--- config.mk ---
export PLATFORM = sky130hd
export DESIGN_NAME = apb_master_arbiter
export DESIGN_NICKNAME = d
export VERILOG_FILES = /design/src/rtl/apb_arb_pkg.sv /design/src/rtl/rr_arbiter.sv /design/src/rtl/apb_master_arbiter.sv
export SDC_FILE = /design/constraint.sdc
export NUM_CORES = 1
export LEC_CHECK = 0
export ABC_AREA = 1
export BUFFER_PORTS_ARGS = -buffer_cell sky130_fd_sc_hd__buf_2
export CORE_AREA = 5 5 153 155
export DETAILED_ROUTE_END_ITERATION = 10
export DIE_AREA = 0 0 158 160
export GPL_ROUTABILITY_DRIVEN = 0
export PLACE_DENSITY = 0.69
export SETUP_SLACK_MARGIN = 0.4
export SLEW_MARGIN = 10
export SYNTH_ARGS = -nofsm -noshare
export SYNTH_HDL_FRONTEND = slang
export SYNTH_SLANG_ARGS = --single-unit
--- constraint.sdc ---
create_clock -name pclk -period 3.7 [get_ports pclk]
set_input_delay 0 -clock pclk [delete_from_list [all_inputs] [get_ports pclk]]
set_output_delay 0 -clock pclk [all_outputs]
set_load 0.01 [all_outputs]
--- src/rtl/apb_arb_pkg.sv ---
// Shared types and default constants for the APB master arbiter and its
// round-robin arbiter.
package apb_arb_pkg;

  typedef enum logic [1:0] {
    StIdle,
    StSetup,
    StAccess
  } apb_state_e;

  localparam int unsigned DefNreq    = 4;
  localparam int unsigned DefAddrW   = 32;
  localparam int unsigned DefDataW   = 32;
  localparam int unsigned DefTimeout = 16;
  localparam int unsigned DefIdxW    = $clog2(DefNreq);

  // Index width that stays at least one bit wide for tiny requester counts.
  function automatic int unsigned idx_width(input int unsigned n);
    return (n > 1) ? $clog2(n) : 1;
  endfunction

endpackage

--- src/rtl/rr_arbiter.sv ---
// Round-robin arbiter: masked request vector in, one-hot grant and index out.
// The priority pointer advances past the winner whenever the grant strobe fires.
module rr_arbiter
  import apb_arb_pkg::*;
#(
  parameter int unsigned NREQ = DefNreq,
  localparam int unsigned IdxW = idx_width(NREQ)
) (
  input  logic            clk_i,
  input  logic            rst_ni,
  input  logic [NREQ-1:0] req_i,
  input  logic [NREQ-1:0] mask_i,
  input  logic            grant_en_i,
  output logic [NREQ-1:0] grant_o,
  output logic [IdxW-1:0] idx_o,
  output logic            valid_o
);

  logic [IdxW-1:0] ptr_q;
  logic [NREQ-1:0] eligible;
  int unsigned     cand;
  logic [IdxW-1:0] cand_idx;

  assign eligible = req_i & ~mask_i;

  // Scan from the pointer upward, wrapping at NREQ; the first eligible bit wins.
  always_comb begin
    grant_o  = '0;
    idx_o    = '0;
    valid_o  = 1'b0;
    cand     = 0;
    cand_idx = '0;
    for (int unsigned off = 0; off < NREQ; off++) begin
      cand = 32'(ptr_q) + off;
      if (cand >= NREQ) cand = cand - NREQ;
      cand_idx = IdxW'(cand);
      if (!valid_o && eligible[cand_idx]) begin
        valid_o           = 1'b1;
        grant_o[cand_idx] = 1'b1;
        idx_o             = cand_idx;
      end
    end
  end

  always_ff @(posedge clk_i or negedge rst_ni) begin
    if (!rst_ni) begin
      ptr_q <= '0;
    end else if (grant_en_i && valid_o) begin
      ptr_q <= (idx_o == IdxW'(NREQ - 1)) ? '0 : idx_o + 1'b1;
    end
  end

endmodule

--- src/rtl/apb_master_arbiter.sv ---
// Shares one APB master port among NREQ requesters in round-robin order,
// sequencing IDLE/SETUP/ACCESS with an optional pready timeout.
module apb_master_arbiter
  import apb_arb_pkg::*;
#(
  parameter int unsigned NREQ    = DefNreq,
  parameter int unsigned ADDR_W  = DefAddrW,
  parameter int unsigned DATA_W  = DefDataW,
  parameter int unsigned TIMEOUT = DefTimeout,
  localparam int unsigned IdxW   = idx_width(NREQ),
  localparam int unsigned CntW   = (TIMEOUT > 1) ? $clog2(TIMEOUT + 1) : 1
) (
  input  logic                   pclk,
  input  logic                   presetn,
  input  logic [NREQ-1:0]        req_i,
  input  logic [NREQ-1:0]        req_write_i,
  input  logic [NREQ*ADDR_W-1:0] req_addr_i,
  input  logic [NREQ*DATA_W-1:0] req_wdata_i,
  output logic [NREQ-1:0]        done_o,
  output logic [DATA_W-1:0]      rdata_o,
  output logic                   err_o,
  output logic [ADDR_W-1:0]      paddr,
  output logic [DATA_W-1:0]      pwdata,
  output logic                   pwrite,
  output logic                   psel,
  output logic                   penable,
  input  logic [DATA_W-1:0]      prdata,
  input  logic                   pready,
  input  logic                   pslverr
);

  localparam logic [CntW-1:0] TimeoutLast = CntW'(TIMEOUT - 1);

  apb_state_e        state_q;
  logic [NREQ-1:0]   owner_q;
  logic [CntW-1:0]   cnt_q;
  logic [NREQ-1:0]   gnt_oh;
  logic [IdxW-1:0]   gnt_idx;
  logic              gnt_valid;
  logic [ADDR_W-1:0] addr_arr  [NREQ];
  logic [DATA_W-1:0] wdata_arr [NREQ];

  for (genvar g = 0; g < NREQ; g++) begin : g_unpack
    assign addr_arr[g]  = req_addr_i[g*ADDR_W +: ADDR_W];
    assign wdata_arr[g] = req_wdata_i[g*DATA_W +: DATA_W];
  end

  // The requester being acknowledged this cycle is masked so its stale level
  // is not granted again before it has seen the done pulse.
  rr_arbiter #(
    .NREQ(NREQ)
  ) u_rr_arbiter (
    .clk_i      (pclk),
    .rst_ni     (presetn),
    .req_i      (req_i),
    .mask_i     (done_o),
    .grant_en_i (state_q == StIdle),
    .grant_o    (gnt_oh),
    .idx_o      (gnt_idx),
    .valid_o    (gnt_valid)
  );

  always_ff @(posedge pclk or negedge presetn) begin
    if (!presetn) begin
      state_q <= StIdle;
      owner_q <= '0;
      cnt_q   <= '0;
      paddr   <= '0;
      pwdata  <= '0;
      pwrite  <= 1'b0;
      psel    <= 1'b0;
      penable <= 1'b0;
      done_o  <= '0;
      rdata_o <= '0;
      err_o   <= 1'b0;
    end else begin
      done_o  <= '0;
      rdata_o <= '0;
      err_o   <= 1'b0;
      case (state_q)
        StIdle: begin
          if (gnt_valid) begin
            state_q <= StSetup;
            owner_q <= gnt_oh;
            paddr   <= addr_arr[gnt_idx];
            pwdata  <= wdata_arr[gnt_idx];
            pwrite  <= req_write_i[gnt_idx];
            psel    <= 1'b1;
          end
        end
        StSetup: begin
          state_q <= StAccess;
          penable <= 1'b1;
          cnt_q   <= '0;
        end
        StAccess: begin
          // pready wins over a timeout expiring on the same edge.
          if (pready) begin
            state_q <= StIdle;
            psel    <= 1'b0;
            penable <= 1'b0;
            done_o  <= owner_q;
            err_o   <= pslverr;
            rdata_o <= pwrite ? '0 : prdata;
          end else if (TIMEOUT != 0 && cnt_q == TimeoutLast) begin
            state_q <= StIdle;
            psel    <= 1'b0;
            penable <= 1'b0;
            done_o  <= owner_q;
            err_o   <= 1'b1;
          end else begin
            cnt_q <= cnt_q + 1'b1;
          end
        end
        default: state_q <= StIdle;
      endcase
    end
  end

endmodule

-- Word level (Yosys, flattened, before mapping)
Index checks and enable logic that the tools add are counted.
- flip-flop bits (word level): 117
- word-level logic and storage cells: 130
- add/subtract/negate cells: 9
- magnitude comparators: 14
- equality and inequality tests: 8
- mux-type cells: 62
- bitwise gates (word level): 6
- reductions and logical operators: 19
- operator list (kind ; number):
    32-bit 2-to-1 mux ; 7
    32-bit binary-select mux with 2-bit select ; 2
    4-bit 2-to-1 mux ; 7
    2-bit 2-to-1 mux ; 12
    1-bit 2-to-1 mux ; 19
    2-bit by 3-bit less-than comparator with 1-bit output (second input constant) ; 5
    3-bit >= comparator (second input constant) ; 4
    4-bit bitwise OR ; 3
    1-bit binary-select mux with 2-bit select ; 5
    5-bit 2-to-1 mux ; 2
    5-bit case mux with 2 select lines ; 1
    1-bit demux with 2-bit select ; 4
    2-bit by 1-bit >= comparator with 1-bit output (second input constant) ; 4
    1-bit logical AND ; 8
    2-bit by 1-bit subtractor with 2-bit output (second input constant) ; 4
    2-bit by 2-bit adder with 3-bit output (second input constant) ; 2
    2-bit != test (second input constant) ; 3
    2-bit case mux with 3 select lines ; 1
    2-bit AND reduction ; 3
    3-bit AND reduction ; 2
    5-bit by 1-bit adder with 5-bit output (second input constant) ; 1
    5-bit by 4-bit equality test with 1-bit output (second input constant) ; 1
    4-bit bitwise AND ; 1
    2-bit equality test (second input constant) ; 2
    11 further kinds ; 15

-- Depth between registers and ports, before layout
Gate-level depths: netlist (run 1).
- depth in word-level cells: 18
- gate-level depth with buffers: 17
- gate-level depth less buffers: 14

-- Modules after synthesis
A second synthesis (run 1) with hierarchy kept.
- cells, all modules: 1259
- area, all modules: 7790.0 µm²
- modules (own cells, without submodules) (module ; times used ; cells an instance ; area each (µm²)):
    apb_master_arbiter ; 1 ; 1160 ; 7214.4
    rr_arbiter ; 1 ; 99 ; 575.6

-- Worst setup path before layout (run 1)
No wires, ideal clock.
- path type: register -> register
- from: register u_rr_arbiter.ptr_q[1]
- to: register paddr[22]
- library setup time: 117 ps
- arrival time: 2166 ps
- path slack: 1417 ps
- cell stages (with the launch flop): 17
- path buffers: 2
- clock period less this slack: 2283 ps
- cell sequence: dfrtp_1 inv_1 ha_1 inv_1 nand3_1 nand2_2 nand3_2 inv_2 nand3_1 nand2_2 inv_2 buf_4 buf_4 nand3_1 nand2_1 nand2_1 nand2_1
- word-level cells in the longest chain between the ends: 18
- elaborated cells between the ends (all ways): 42
- ends and longest elaborated chain (item ; RTL line ; source):
    start, declared ; rr_arbiter.sv:19 ; logic [IdxW-1:0] ptr_q;
    start signal, assigned ; rr_arbiter.sv:49 ; ptr_q <= (idx_o == IdxW'(NREQ - 1)) ? '0 : idx_o + 1'b1;
    branches (longest 18 deep; another with 2-bit by 1-bit adder with 3-bit output) ; n/a ;
    end signal, assigned ; apb_master_arbiter.sv:85 ; paddr <= addr_arr[gnt_idx];
    end, declared ; apb_master_arbiter.sv:22 ; output logic [ADDR_W-1:0] paddr,
Several ways; the timed one is not identified. The select of a mux whose other input is x is not followed.
A chain may end at the register's enable or synchronous reset.

-- Final worst setup path (run 1)
- from: register u_rr_arbiter.ptr_q[0]
- to: register pwdata[16]
- word-level cells in the longest chain between the ends: 18
- elaborated cells between the ends (all ways): 42
- ends and longest elaborated chain (item ; RTL line ; source):
    branches (longest 18 deep; another with 2-bit by 1-bit adder with 3-bit output) ; n/a ;
    end signal, assigned ; apb_master_arbiter.sv:86 ; pwdata <= wdata_arr[gnt_idx];
    end, declared ; apb_master_arbiter.sv:23 ; output logic [DATA_W-1:0] pwdata,
Several ways; the timed one is not identified. The select of a mux whose other input is x is not followed.

==> summary.log, run 1 <==
qor: clock_tree.tritoncts_num_sinks 117
qor: run_status.outcome completed
qor: floorplanning.placeableCoreArea 0.02169 sq mm
qor: pwr.report.power.total 11.35 mW
qor: clock_tree.clock_path_buffers 2
qor: yosys.postSynthNetCount 1567
qor: clock_tree.ctsRootBufferMaster sky130_fd_sc_hd__clkbuf_16
qor: placed_design.detailed_place_hpwl 20.68 mm
qor: timing.timing.final.ws_setup 592.3 ps
qor: timing.fin_hold_viols 0
qor: clock_tree.clk_pin_slew 70 ps
qor: timing.final.min_clock_period 3108 ps
qor: min_path.min-delay-path-class primary input to flip-flop
qor: yosys.synthDominantAreaCellType sky130_fd_sc_hd__dfrtp_1
qor: placed_design.total_placed_cells_including_tap_cells 1872
qor: placed_design.pre_cts_slack 408.4 ps
qor: timing.setup_viol_count_final 0
qor: timing.timing.final.max_slew_violations 0
qor: yosys.netlist_area 0.008098 sq mm
qor: floorplanning.die-height 160 microns
qor: routing.routed_via_density 4.910
qor: placed_design.port-buffer-count 403
qor: routing.num_vias 10202
qor: floorplanning.fp-row-count 54
qor: yosys.post_synth_num_cell_types 26
qor: timing.hold_slack 12.98 ps
qor: worst_setup_path.crit_chain inv_4 > ha_1 > inv_1 > nand3_1 > nand2_2 > nor2_2 > nor2_1 > nand2_4 > nand2_4 > buf_4 > nand2_1 > nand3_1 > nand2_1 > nand2_1 > nand2_1
qor: timing.actual_transition_at_the_worst_max_transition_pin 1216 ps
qor: layout.multi_input_area 0.003810 sq mm
qor: routing.routed_wire_length 32.18 mm
qor: floorplanning.design.die.area 0.02528 sq mm
qor: timing.relative_slew_slack 18.66%
qor: worst_setup_path.largest_fanout_on_the_critical_path 56
qor: worst_setup_path.worst_path_most_repeated_cell sky130_fd_sc_hd__nand2_1
qor: grt.grt_max_degree 131
qor: timing.grt_setup_unrepaired true
qor: routing.drt_pass1_iterations 5
qor: routing.routed_wire_length_per_instance 15.48 microns
qor: timing.final_setup_skew 12.75 ps
qor: routing.detail_route.iter0.violations 722
qor: yosys.yosys.area.top_type_share 36.16%
qor: yosys.yosys_warnings 0
qor: worst_setup_path.timing.critical_path.to_type flip-flop
qor: yosys.async_reset_ff_share 100.0%
qor: pwr.vdd.ir_drop.worst 1237 uV
qor: layout.seq_area 0.002928 sq mm
qor: floorplanning.initial_core_util 37.34%
qor: routing.ant_nets 0
qor: clock_tree.cts_inserted_buffers 17
qor: layout.final.fill_count 1969
qor: worst_setup_path.timing.setup.critical_path_class flip-flop to flip-flop
qor: grt.grt_antenna_before_repair 0
qor: layout.num_antenna_cells 0
qor: floorplanning.pin_count 404
qor: worst_setup_path.timing.critical_path.from_type flip-flop
qor: timing.finalSetupTns 0 ps
qor: yosys.postSynthRegisterBits 117
qor: worst_setup_path.timing.critical_path.required 4010 ps
qor: yosys.synth_top_flop_cell sky130_fd_sc_hd__dfrtp_1
qor: yosys.avgSynthCellArea 6.463 sq um
qor: clock_tree.clk_lat_worst_skew 410 ps
qor: grt.grt_pass1_vias 10025
qor: clock_tree.ctsHtreeMaxLevel 4
qor: layout.layoutNonFillerInstCount 2078
qor: routing.drc_errors 0
qor: worst_setup_path.cpPeakStageDelay 630 ps
qor: grt.grt-ovfl-total 0
qor: timing.timing.final.crit_share 83.99%
qor: yosys.synth-seq-area-share 36.16%
qor: worst_setup_path.cp_slowest_cell sky130_fd_sc_hd__dfrtp_1
qor: flow_run.maxCapViolations 0
qor: timing.max_freq 321.8 MHz
qor: grt.grt_first_pass_wirelength 50.22 mm
qor: worst_setup_path.cp.arrival 3410 ps
qor: yosys.synth_edf_count 0
qor: floorplanning.die_width 158 microns
qor: layout.syn_to_final_growth 54.68%
qor: grt.grt_usage 24.58%
qor: pwr.power-per-cell-area 906.0 mW/mm^2
qor: layout.nNetsFinal 2099
qor: pwr.power.leakage 7.619 nW
qor: yosys.postSynthCellCount 1253
qor: clock_tree.tritoncts done
qor: yosys.top_cells_by_area_in_the_synthesized_netlist sky130_fd_sc_hd__dfrtp_1 (36%), sky130_fd_sc_hd__nand2_1 (19%), sky130_fd_sc_hd__nand3_1 (13%)
qor: layout.post_route_cells_drive_above_1_share 25.81%
## registers in the layout, summed over array words and instances (netlist names)
signal and cells:
state_q 2, rdata_o 32, pwdata 32, owner_q 4
err_o 1, psel 1, paddr 32, done_o 4
cnt_q 5, pwrite 1, u_rr_arbiter.ptr_q 2, penable 1
## logic make-up after synthesis
logic type | count (synthesis) | share of synthesized area, %
and+or+nand+nor | 765 | 42.66
buffers and inverters | 332 | 17.10
DFF | 117 | 36.16
AOI/OAI and AO/OA | 25 | 1.916
adders and majority gates | 14 | 2.163
## path summary, 6_finish.rpt
kind / from / end / slack [ps] / depth (start not counted)
worst max-delay path: u_rr_arbiter.ptr_q[0] / pwdata[16] / 590 / 15
worst min-delay path: req_addr_i[109] / paddr[13] / 10 / 6
worst max register to register: u_rr_arbiter.ptr_q[0] / pwdata[16] / 590 / 15
worst min register to register: paddr[18] / paddr[18] / 470 / 2
max in group asynchronous: presetn / state_q[1] / 2470 / 3
min in group asynchronous: presetn / paddr[11] / 290 / 2
## cell usage in the layout (no fill, tap or decap), drive strengths merged, types with 14 or more instances in the layout
master,synthesis,routed
clkbuf,15,17
nand2,422,422
nor2,54,54
inv,258,267
dlygate4sd3,0,174
buf,59,413
nand3,220,220
dfrtp,117,117
nand3b,66,66
ha,14,14
## critical path: cells and delay by family, from the launching register on
family | cells | cell delay, ps
simple gates | 11 | 1180
buf+inv | 3 | 730
flops | 1 | 630
fa+ha+maj | 1 | 390
## power by group
part / internal [mW] / leakage, nW / total, mW / switching, mW
registers: 1.79 / 1.50 / 2.06 / 0.277
clock network: 0.898 / 0.279 / 1.60 / 0.702
logic: 2.52 / 5.84 / 7.68 / 5.17
total: 5.20 / 7.62 / 11.3 / 6.15
## timing repair
action	CTS	global route
setup buffers	0	0
setup endpoints to repair	2	64
hold buffers	174	0
endpoints found under the hold margin	164	0
resized for setup	1	2
## routing by layer
layer / vias to the layer above / GRT usage, % / wire, microns
li1: 4860 / - / -
met1: 4615 / 29.43 / 12220
met2: 582 / 40.79 / 15500
met3: 145 / 6.143 / 2710
met4: 0 / 12.21 / 1743
met5: - / 0 / 0
## cell usage after synthesis (2+ instances only)
| cell type | number |
|---|---|
| sky130_fd_sc_hd__a21oi_1 | 11 |
| sky130_fd_sc_hd__buf_1 | 9 |
| sky130_fd_sc_hd__buf_2 | 28 |
| sky130_fd_sc_hd__buf_4 | 17 |
| sky130_fd_sc_hd__buf_6 | 5 |
| sky130_fd_sc_hd__clkbuf_1 | 15 |
| sky130_fd_sc_hd__dfrtp_1 | 117 |
| sky130_fd_sc_hd__ha_1 | 14 |
| sky130_fd_sc_hd__inv_1 | 254 |
| sky130_fd_sc_hd__inv_2 | 3 |
| sky130_fd_sc_hd__nand2_1 | 416 |
| sky130_fd_sc_hd__nand2_2 | 6 |
| sky130_fd_sc_hd__nand3_1 | 213 |
| sky130_fd_sc_hd__nand3_2 | 7 |
| sky130_fd_sc_hd__nand3b_1 | 66 |
| sky130_fd_sc_hd__nand4_1 | 3 |
| sky130_fd_sc_hd__nor2_1 | 53 |
| sky130_fd_sc_hd__o21ai_0 | 4 |
| sky130_fd_sc_hd__o221ai_1 | 4 |
| sky130_fd_sc_hd__o22ai_1 | 2 |
## cell type report
cell class	count	area share [%]
repair buffers	587	31.02
multi-input cells	804	30.42
flip-flops and latches	117	23.37
inverters	258	7.771
clock buffers	17	3.396
well taps	280	2.797
clock inverters	15	1.229
## through the flow
stage	util, %	cell area, sq um
after floorplan	-	8098
after detailed placement	46.99	10190
after global routing	57.75	12530
after global placement	46.99	10190
after CTS	57.70	12510
final	57.75	12530
(Power assumes the default switching activity.)
==> inputs of run 2 (changes only) <==
--- a/config.mk
+++ b/config.mk
@@ -7,11 +7,12 @@
 export LEC_CHECK = 0
 export ABC_AREA = 1
 export BUFFER_PORTS_ARGS = -buffer_cell sky130_fd_sc_hd__buf_2
-export CORE_AREA = 5 5 153 155
+export CORE_ASPECT_RATIO = 0.5
+export CORE_MARGIN = 5
+export CORE_UTILIZATION = 43
 export DETAILED_ROUTE_END_ITERATION = 10
-export DIE_AREA = 0 0 158 160
 export GPL_ROUTABILITY_DRIVEN = 0
-export PLACE_DENSITY = 0.69
+export PLACE_DENSITY = 0.81
 export SETUP_SLACK_MARGIN = 0.4
 export SLEW_MARGIN = 10
 export SYNTH_ARGS = -nofsm -noshare
==> constraint.sdc (replaced) <==
create_clock -name pclk -period 2.5 [get_ports pclk]
set_input_delay 0 -clock pclk [delete_from_list [all_inputs] [get_ports pclk]]
set_output_delay 0 -clock pclk [all_outputs]
set_load 0.01 [all_outputs]
==> run 2 against run 1 <==
  * Fmax is 29% higher
  * Count of clock-buffer cells in the layout is 1 higher
  * Design area is 14% higher
  * Largest power group unchanged
  * Sequential power rose by 49%
  * Largest cell class unchanged
  * Worst setup slack worse by 500 ps
  * Clock power up 51%
  * Critical path depth increased by 1
==> summary.log, run 2 (same netlist as run 1, synthesis figures left out) <==
qor: routing.routed_wire_length 42.51 mm [+32%]
qor: grt.grt_usage 31.91% [+7.3 points]
qor: grt.grt_pass1_vias 10579 [+5.5%]
qor: pwr.p_int 12.63 mW [+140%]
qor: clock_tree.clk_lat_worst_skew 410 ps [about the same]
qor: grt.grt_first_pass_wirelength 55.12 mm [+9.8%]
qor: timing.grt_setup_unrepaired true
qor: floorplanning.initial_core_util 43.92% [+6.6 points]
qor: floorplanning.fp-row-count 35 [-35%]
qor: routing.detail_route.iter0.violations 1463 [+100%]
qor: pwr.report.power.total 25.35 mW [+120%]
qor: timing.max_freq 415.6 MHz [+29%]
qor: placed_design.placement.cell_area 0.01039 sq mm [+2.0%]
qor: routing.routed_wire_length_per_instance 20.14 microns [+30%]
qor: floorplanning.design.die.area 0.02184 sq mm [-14%]
qor: clock_tree.ctsRootBufferMaster sky130_fd_sc_hd__clkbuf_16
qor: clock_tree.tritoncts done
qor: floorplanning.die_width 204.1 microns [+29%]
qor: pwr.power.clock.fraction 9.6% [-4.5 points]
qor: timing.timing.final.crit_share 96.24% [+12 points]
qor: layout.nNetsFinal 2147 [+2.3%]
qor: timing.hold_slack 9.375 ps [-3.603 ps]
qor: layout.final_common_cell sky130_fd_sc_hd__buf_2
qor: routing.drc_errors 0 [unchanged]
qor: routing.drt_pass1_iterations 6 [+1]
qor: timing.finalSetupTns 0 ps [unchanged]
qor: timing.actual_transition_at_the_worst_max_transition_pin 559.9 ps [-656.6 ps]
qor: routing.routed_via_density 5.484 [+12%]
qor: clock_tree.cts_inserted_buffers 17 [unchanged]
qor: pwr.power.leakage 8.477 nW [+11%]
qor: placed_design.detailed_place_hpwl 20.74 mm [+0.33%]
qor: timing.fin_hold_viols 0 [unchanged]
qor: clock_tree.clk_pin_slew 60 ps [about the same]
qor: pwr.power_frac_seq 12.1% [-6.1 points]
qor: timing.final_setup_skew 12.21 ps [-0.5462 ps]
qor: worst_setup_path.timing.critical_path.required 2840 ps [-1170 ps]
qor: timing.timing.final.max_slew_violations 0 [unchanged]
qor: routing.num_vias 11576 [+13%]
qor: worst_setup_path.cpPeakStageDelay 450 ps [-180 ps]
qor: placed_design.port-buffer-count 403 [unchanged]
qor: grt.grt-ovfl-total 0 [unchanged]
qor: floorplanning.placeableCoreArea 0.01844 sq mm [-15%]
qor: pwr.p_comb_share 78.3% [+11 points]
qor: grt.grt_max_degree 59 [-55%]
qor: layout.largest_registers paddr: 32 flops, pwdata: 32 flops, rdata_o: 32 flops
qor: timing.timing.final.ws_setup 93.97 ps [-498.4 ps]
qor: layout.layoutNonFillerInstCount 2111 [+1.6%]
qor: worst_setup_path.timing.setup.critical_path_class flip-flop to flip-flop
qor: timing.relative_slew_slack 62.67% [+44 points]
qor: pwr.sw_frac_of_total 50.19% [-4.0 points]
qor: worst_setup_path.crit_chain inv_8 > ha_4 > inv_2 > nand3_2 > nand2_4 > nand4_1 > nand2_4 > buf_12 > nand2_8 > buf_12 > buf_16 > nand2_2 > nand3_1 > nand2_1 > nand2_1 > nand2_1
qor: worst_setup_path.largest_fanout_on_the_critical_path 6 [-89%]
qor: flow_run.maxCapViolations 0 [unchanged]
qor: clock_tree.tritoncts_num_sinks 117 [unchanged]
qor: pwr.power-per-cell-area 1779 mW/mm^2 [+96%]
qor: timing.setup_viol_count_final 0 [unchanged]
qor: timing.final.min_clock_period 2406 ps [-701.6 ps]
qor: layout.syn_to_final_growth 75.99%
qor: layout.final_core_util 77.30% [+20 points]
qor: pwr.power_switching 12.72 mW [+110%]
qor: grt.grt_antenna_before_repair 3 [+3]
qor: worst_setup_path.cp.arrival 2740 ps [-670 ps]
qor: worst_setup_path.worst_path_most_repeated_cell sky130_fd_sc_hd__nand2_1
qor: pwr.vdd.ir_drop.worst 1004 uV [-19%]
qor: clock_tree.ctsHtreeMaxLevel 4 [unchanged]
qor: layout.final.fill_count 1151 [-42%]
qor: placed_design.pre_cts_slack 108.2 ps [-300.1 ps]
qor: layout.final_cell_mix sky130_fd_sc_hd__buf_2 (402), sky130_fd_sc_hd__nand2_1 (376), sky130_fd_sc_hd__inv_1 (251), sky130_fd_sc_hd__nand3_1 (175), sky130_fd_sc_hd__dlygate4sd3_1 (140)
qor: worst_setup_path.timing.critical_path.from_type flip-flop
qor: layout.final_area 0.01425 sq mm [+14%]
qor: worst_setup_path.cp_slowest_cell sky130_fd_sc_hd__dfrtp_2
qor: floorplanning.pin_count 404 [unchanged]
qor: layout.post_route_cells_drive_above_1_share 34.29% [+8.5 points]
qor: routing.ant_nets 0 [unchanged]
qor: min_path.min-delay-path-class primary input to flip-flop
qor: run_status.outcome completed
qor: worst_setup_path.timing.critical_path.to_type flip-flop
qor: clock_tree.clock_path_buffers 2 [unchanged]
qor: floorplanning.die-height 107.0 microns [-33%]
qor: placed_design.total_placed_cells_including_tap_cells 1867 [-0.27%]
-- run 2: cell types whose count changed in the layout (fill, tap and decap cells not counted), moves of 11 or more --
| cell | delta |
|---|---|
| sky130_fd_sc_hd__dlygate4sd3_1 | -34 |
| sky130_fd_sc_hd__nand2_4 | +19 |
| sky130_fd_sc_hd__clkbuf_16 | +20 |
| sky130_fd_sc_hd__nand3_2 | +36 |
| sky130_fd_sc_hd__buf_4 | +20 |
| sky130_fd_sc_hd__buf_12 | +11 |
| sky130_fd_sc_hd__nand3_1 | -38 |
| sky130_fd_sc_hd__nand2_2 | +19 |
| sky130_fd_sc_hd__nand2_1 | -40 |
| sky130_fd_sc_hd__buf_16 | +17 |
-- run 2: cell type report --
type                            count  area (sq um)  area share (%)
Antenna cell                        6         15.01          0.1054
Clock buffer                       18         429.2           3.011
Clock inverter                     14         152.6           1.071
Inverter                          258         991.0           6.953
Multi-Input combinational cell    805          4295           30.14
Sequential cell                   117          2930           20.56
Tap cell                          259         324.1           2.274
Timing Repair Buffer              633          5105           35.82
Timing Repair inverter              1         8.758         0.06146
-- run 2: worst paths after layout --
kind                                        from     endpoint  slack [ps]  depth (start not counted)
max                        u_rr_arbiter.ptr_q[0]   pwdata[29]          90                         16
min                              req_addr_i[117]    paddr[21]           9                          6
max reg2reg                u_rr_arbiter.ptr_q[0]   pwdata[29]          90                         16
min reg2reg                            paddr[23]    paddr[23]         470                          2
max in group asynchronous                presetn  rdata_o[16]        1500                          3
min in group asynchronous                presetn    paddr[17]         110                          2
-- run 2: power groups by stage --
stage	sequential, mW	clock [mW]	combinational [mW]
after floorplan	3.29	0	8.41
after global placement	3.03	0	11.3
after detailed placement	3.04	0	11.5
after CTS	3.03	2.44	15.2
after global routing	3.13	2.55	20.8
final	3.07	2.42	19.9
-- run 2: repair_timing --
item	4_1_cts	5_1_grt
setup endpoints to repair	71	73
gates resized for setup	55	97
hold buffers	140	0
setup buffers	19	4
gates cloned	17	26
pin swaps	19	72
hold endpoints to repair	131	0
-- run 2: worst max-delay path, delay by kind of cell, from the launching register on --
kind          cells  cell delay, ps
buf+inv           5             590
flops             1             450
fa+ha+maj         1             210
simple gates     10            1060
-- run 2: routing by layer --
layer	global-route usage [%]	routed length (microns)
met1	39.52	15180
met5	0	0
met4	15.96	3200
met2	52.43	18630
met3	7.736	5501
